$ cat config.mk
export PLATFORM = sky130hd
export DESIGN_NAME = chan_error_injector
export DESIGN_NICKNAME = d
export VERILOG_FILES = /design/src/rtl/viterbi_chan_pkg.sv /design/src/rtl/chan_lfsr16.sv /design/src/rtl/chan_error_injector.sv
export SDC_FILE = /design/constraint.sdc
export NUM_CORES = 1
export LEC_CHECK = 0
export BUFFER_PORTS_ARGS = -buffer_cell sky130_fd_sc_hd__buf_2
export CAP_MARGIN = 40
export CORE_AREA = 4 4 50 97
export DETAILED_ROUTE_END_ITERATION = 6
export DIE_AREA = 0 0 54 101
export MAX_ROUTING_LAYER = met4
export PLACE_DENSITY = 0.78
export SLEW_MARGIN = 25
export SYNTH_ARGS = -nofsm -noshare
export SYNTH_HDL_FRONTEND = slang
export SYNTH_SLANG_ARGS = --single-unit
$ cat constraint.sdc
create_clock -name clk -period 2.74 [get_ports clk]
set_input_delay 0.274 -clock clk [delete_from_list [all_inputs] [get_ports clk]]
set_output_delay 0.274 -clock clk [all_outputs]
set_load 0.02 [all_outputs]
$ cat src/rtl/viterbi_chan_pkg.sv
// -----------------------------------------------------------------------------
// viterbi_chan_pkg
// Shared types and constants for the channel error-injector stage that sits
// between the convolutional encoder and the Viterbi decoder.
//   sym_t          : one 2-bit encoded symbol {g1,g0}
//   chan_state_t   : statistics-window FSM states (IDLE, COUNT, DONE)
//   LFSR_SEED      : reset value of the optional pseudo-random injector
//   LFSR_TAPS      : x^16+x^14+x^13+x^11+1, bit i set for the x^(i+1) term
//   popcount2()    : number of set bits in a 2-bit value
// -----------------------------------------------------------------------------
package viterbi_chan_pkg;

  typedef logic [1:0] sym_t;

  typedef enum logic [1:0] {
    IDLE  = 2'd0,
    COUNT = 2'd1,
    DONE  = 2'd2
  } chan_state_t;

  localparam logic [15:0] LFSR_SEED = 16'hACE1;
  localparam logic [15:0] LFSR_TAPS = 16'hB400;

  function automatic logic [1:0] popcount2(input logic [1:0] v);
    return {1'b0, v[1]} + {1'b0, v[0]};
  endfunction

endpackage

$ cat src/rtl/chan_lfsr16.sv
// -----------------------------------------------------------------------------
// chan_lfsr16
// 16-bit Fibonacci LFSR used as the pseudo-random injection source when the
// build defines CHAN_LFSR_EN. Right-shifting form: the feedback bit enters at
// bit 15 and bit 0 leaves; tap bit i of LFSR_TAPS selects register bit 15-i.
// Ports:
//   clk      in   rising-edge clock
//   rst      in   asynchronous active-low reset (loads LFSR_SEED)
//   step_i   in   advance the register by one step this cycle
//   state_o  out  current register value (before this cycle's step)
// -----------------------------------------------------------------------------
module chan_lfsr16
  import viterbi_chan_pkg::*;
(
  input  logic        clk,
  input  logic        rst,
  input  logic        step_i,
  output logic [15:0] state_o
);

  logic [15:0] r_lfsr;
  logic        w_fb;

  always_comb begin
    w_fb = 1'b0;
    for (int i = 0; i < 16; i++) begin
      if (LFSR_TAPS[i]) w_fb = w_fb ^ r_lfsr[15-i];
    end
  end

  always_ff @(posedge clk or negedge rst) begin
    if (!rst) begin
      r_lfsr <= LFSR_SEED;
    end else if (step_i) begin
      r_lfsr <= {w_fb, r_lfsr[15:1]};
    end
  end

  assign state_o = r_lfsr;

endmodule

$ cat src/rtl/chan_error_injector.sv
// -----------------------------------------------------------------------------
// chan_error_injector
// Channel model for the tx/rx loopback: registers each encoded symbol (one
// cycle latency) and inverts the MASK bits on every PERIOD-th valid symbol.
// Counts valid symbols and injected bits over a WINDOW-symbol measurement
// window, after which the statistics freeze while injection carries on.
//
// Build option CHAN_LFSR_EN: injection slots come from a 16-bit LFSR
// (symbol corrupted when lfsr[2:0]==0, sampled before the step) instead of
// the phase counter; PERIOD is then unused.
//
// Handshake: a symbol is transferred on a rising edge where valid_i=1; there
// is no backpressure. valid_o is valid_i delayed one cycle and qualifies
// d_out/err_flag_o, which read 0 whenever valid_o=0.
//
// Ports:
//   clk, rst        clock / asynchronous active-low reset
//   valid_i, d_in   input symbol strobe and symbol {g1,g0}
//   inject_en_i     1 = corrupt injection slots, 0 = pass-through
//   valid_o, d_out  registered symbol to the decoder
//   err_flag_o      d_out carries injected errors
//   inj_bit_ct_o    injected bits inside the window (saturating)
//   word_ct_o       valid symbols inside the window (saturating)
//   window_done_o   window complete, statistics frozen
// -----------------------------------------------------------------------------
module chan_error_injector
  import viterbi_chan_pkg::*;
#(
  parameter int         PERIOD = 8,
  parameter logic [1:0] MASK   = 2'b11,
  parameter int         WINDOW = 256
) (
  input  logic        clk,
  input  logic        rst,
  input  logic        valid_i,
  input  logic [1:0]  d_in,
  input  logic        inject_en_i,
  output logic        valid_o,
  output logic [1:0]  d_out,
  output logic        err_flag_o,
  output logic [15:0] inj_bit_ct_o,
  output logic [15:0] word_ct_o,
  output logic        window_done_o
);

  localparam logic [15:0] WIN_LAST = 16'(WINDOW);
  localparam logic [16:0] INJ_STEP = 17'(popcount2(MASK));

  chan_state_t r_state;
  sym_t        r_dout;
  logic        r_valid;
  logic        r_err;
  logic [15:0] r_word_ct;
  logic [15:0] r_inj_ct;

  logic        w_slot;      // this valid symbol falls on an injection slot
  logic        w_corrupt;
  logic        w_count_en;
  logic [15:0] w_word_nxt;
  logic [16:0] w_inj_sum;
  logic [15:0] w_inj_nxt;

`ifdef CHAN_LFSR_EN
  logic [15:0] w_lfsr;

  chan_lfsr16 u_lfsr (
    .clk     (clk),
    .rst     (rst),
    .step_i  (valid_i),
    .state_o (w_lfsr)
  );

  assign w_slot = (w_lfsr[2:0] == 3'b000);
`else
  localparam int PW = (PERIOD > 1) ? $clog2(PERIOD) : 1;
  localparam logic [PW-1:0] PHASE_LAST = PW'(PERIOD - 1);

  logic [PW-1:0] r_phase;

  // Phase keeps running while injection is disabled so slot alignment
  // survives inject_en_i toggles.
  always_ff @(posedge clk or negedge rst) begin
    if (!rst) begin
      r_phase <= '0;
    end else if (valid_i) begin
      r_phase <= (r_phase == PHASE_LAST) ? '0 : r_phase + 1'b1;
    end
  end

  assign w_slot = (r_phase == PHASE_LAST);
`endif

  assign w_corrupt  = valid_i & inject_en_i & w_slot;
  assign w_count_en = valid_i & (r_state != DONE);

  always_comb begin
    w_word_nxt = (r_word_ct == 16'hFFFF) ? r_word_ct : r_word_ct + 16'd1;
    w_inj_sum  = {1'b0, r_inj_ct} + INJ_STEP;
    w_inj_nxt  = w_inj_sum[16] ? 16'hFFFF : w_inj_sum[15:0];
  end

  // Output pipeline stage.
  always_ff @(posedge clk or negedge rst) begin
    if (!rst) begin
      r_valid <= 1'b0;
      r_dout  <= '0;
      r_err   <= 1'b0;
    end else begin
      r_valid <= valid_i;
      r_dout  <= valid_i ? (w_corrupt ? d_in ^ MASK : d_in) : 2'b00;
      r_err   <= w_corrupt;
    end
  end

  // Statistics window. The symbol that takes IDLE->COUNT is counted too, and
  // the symbol that fills the window is fully accounted before freezing.
  always_ff @(posedge clk or negedge rst) begin
    if (!rst) begin
      r_state   <= IDLE;
      r_word_ct <= '0;
      r_inj_ct  <= '0;
    end else if (w_count_en) begin
      r_word_ct <= w_word_nxt;
      if (w_corrupt) r_inj_ct <= w_inj_nxt;
      case (r_state)
        IDLE, COUNT: r_state <= (w_word_nxt == WIN_LAST) ? DONE : COUNT;
        default:     r_state <= r_state;
      endcase
    end
  end

  assign valid_o       = r_valid;
  assign d_out         = r_dout;
  assign err_flag_o    = r_err;
  assign word_ct_o     = r_word_ct;
  assign inj_bit_ct_o  = r_inj_ct;
  assign window_done_o = (r_state == DONE);

endmodule

==> flow_summary.toml <==
[outcome]
status = "completed"

[hold_path]
hp-class = "input port to flip-flop"
hold_depth = 1

[worst_setup_path]
crit_buf_inv = 0
crit_arrival_ps = 2610
max_stage_delay_ps = 520
crit_type = "flip-flop to flip-flop"
crit_cells = 7
crit_fanout = 7
crit_path_start_kind = "flip-flop"
slowest_stage = "or4_1"
worstPathRequired_ps = 2970
reg2reg_depth = 7
critPathTopFamily = "simple AND/OR/NAND/NOR gates"
end_kind = "flip-flop"
worstPathCellList = "ha_1, nand3_1, or4_1, a311oi_1, o32ai_1, nor4_2, or2_1"

[global_route]
busiest_layer = "met2"
grtUsageMet1_pct = 21.0
grt_pass1_wl_mm = 7.97
grt_pass1_vias = 1790
antenna_found_initial = 0
grt_usage_pct = 20.0
grt_remaining_overflow = 0
met3_usage_pct = 2.81
grt_use_met2_pct = 34.6
grt_max_degree = 26

[final_layout]
nets = 278
final_layout_size_suffix_gt1_share_pct = 24.6
final_cell_area_um2 = 2580
fin_cells = 320
area_delta_synth_final_pct = 16.8
diodes = 0

[floorplanning]
die_y_um = 101
dieArea_um2 = 5450
initial_core_util_pct = 54.0
ioPinCount = 43
core_area_um2 = 4090
rows = 33
dieWidth_um = 54

[power_and_ir_drop]
irDropWorstVdd_mv = 0.572
p_sw_share_pct = 36.4
switching_power_w = 0.000659
seq_power_share_pct = 46.6
power_density_nw_per_um2 = 702
p_leak_nw = 1.31
intPower_w = 0.00115
pwr-share-clk_pct = 21.3
p_comb_share_pct = 32.1

[synthesis]
synth_area_per_cell_um2 = 9.89
yosysWarnings = 0
syn_inst = 223
ys.flop_type = "dfrtp_1"
synth_top_family_by_area = "simple AND/OR/NAND/NOR gates"
synth_edf_count = 0
synth_seq_cells = 41
ys_top_cells_by_area = "dfrtp_1 (47%), xor2_1 (6.0%), nand2_1 (5.3%), xnor2_1 (5.2%), mux2_2 (3.1%)"
yosys-mux-area-fraction_pct = 4.42
yosysTopAreaCell = "dfrtp_1"
ys_seq_area_share_pct = 46.5
synth_top_area_share_pct = 46.5
async_flop_share_pct = 100
yosys.area_share.simple_pct = 26.0
synth-adder-area-share_pct = 2.27
synth_compound_area_share_pct = 5.96
synth_cell_types = 43
synth-xor-area-share_pct = 11.1
synth_fp_nets = 233
syn_area_um2 = 2210

[timing]
relSlewSlack_pct = 66.8
setup_viol_count_final = 0
period_minus_slack_ps = 2390
rsz0062_at_grt = "no"
finalCritPeriodShare_pct = 87.1
maxSlewViolCount = 0
tightest_slew_ps = 493
hold_viol_final = 0
fmax_mhz = 419
clock_skew_ps = 3.18
tns_ps = 0

[clocking]
cts_max_path_buffers = 2
clk_latency_ps = 280
cts_buffers = 5
hold_buffers = 1
cts_sinks = 41
cts_tree = "built"
cts_max_level = 2
postCtsSetupBuffers = 0
ctsResizeCount = 0
clk_pin_slew_ps = 70
cts_root_buffer = "clkbuf_8"

[detailed_routing]
wl_mm = 4.70
final_antenna_net_count = 0
first_iter_violations = 60
drt_pass1_iterations = 4
wl_per_cell_um = 14.7
drcViolationCount = 0
num_vias = 1817
vias_per_cell = 5.68

[placement]
io_buffer_count = 42
gp_congestion = 0.933
dp_cells = 312
dp_hpwl_mm = 3.66
placed_cell_area_um2 = 2480

[run]
cap_violations = 0
## worst paths after layout
kind	from	endpoint	slack, ps
setup / recovery	word_ct_o[0]	r_state[1]	350
hold / removal	valid_i	valid_o	190
setup reg to reg	word_ct_o[0]	r_state[1]	350
hold reg to reg	inj_bit_ct_o[0]	inj_bit_ct_o[0]	480
max in group asynchronous	rst	inj_bit_ct_o[0]	1820
min in group asynchronous	rst	d_out[0]	450
## power by group through the flow
stage	sequential (W)	combinational (W)	clock, W
after detailed placement	0.000855	0.000582	0
after global placement	0.000849	0.000571	0
final	0.000844	0.000580	0.000385
after CTS	0.000843	0.000586	0.000402
after global routing	0.000866	0.000640	0.000428
after floorplan	0.000905	0.000331	0
## final cells by class
type / instances / area, um^2
Clock buffer: 7 / 86.3
Timing Repair Buffer: 49 / 278
Multi-Input combinational cell: 165 / 1100
Sequential cell: 41 / 1030
Fill cell: 365 / 1510
Tap cell: 52 / 65.1
Inverter: 6 / 22.5
## synthesized netlist by cell type (2+ instances only)
master,number
mux2i_1,3
o211ai_1,2
nand2_1,31
clkbuf_1,4
nor4_2,2
nand4_1,7
a31oi_1,2
nand4_2,2
and3_1,7
o21a_1,2
and2_1,3
xor2_1,15
nor2_1,11
a311oi_1,2
dfrtp_1,41
buf_2,4
nand2b_1,4
mux2_2,6
ha_1,4
nand3_1,12
a21oi_1,5
or4_1,2
xnor2_1,13
inv_1,6
nor3_1,12
nor3b_1,2
and4_1,3
## cells by family after synthesis
| family | count (synthesis) |
|---|---|
| and+or+nand+nor | 105 |
| adders and majority gates | 4 |
| xor gates and xnor gates | 28 |
| AOI/OAI and AO/OA | 19 |
| buffers and inverters | 17 |
| DFF | 41 |
| muxes | 9 |
## per-layer routing
layer  wire (um)  up-vias
met3         217       13
met4         174        0
met5           0        -
met1        1750      880
li1            -      870
met2        2560       54
## registers in the layout, summed over array words and instances, names as in the netlist
name          count
d_out             2
valid_o           1
inj_bit_ct_o     16
err_flag_o        1
r_phase           3
r_state           2
word_ct_o        16
## per-stage QoR
| step | util (%) | hold WS [ps] | power (W) | setup WS (ps) |
|---|---|---|---|---|
| CTS | 63.0 | 186 | 0.00183 | 347 |
| finish | 63.0 | 195 | 0.00181 | 354 |
| global route | 63.0 | 187 | 0.00193 | 172 |
| detailed placement | 60.7 | 234 | 0.00144 | 361 |
| global placement | 60.2 | 451 | 0.00142 | 469 |
| floorplan | - | -21.6 | 0.00124 | 538 |
## placed cells by master (no fill, tap or decap), types with 3 or more instances in the layout
cell and instances:
nor2_1 11, nand2_1 31, and4_1 3, nor3_1 12, nand4_1 7, dfrtp_1 41, nand2b_1 4, inv_1 6
buf_4 5, clkbuf_8 6, a21oi_1 5, ha_1 4, and2_1 3, xor2_1 15, buf_2 42, mux2_2 6
nand3_1 12, xnor2_1 13, mux2i_1 3, and3_1 7
Note: power is estimated with default switching activity, not from simulation.
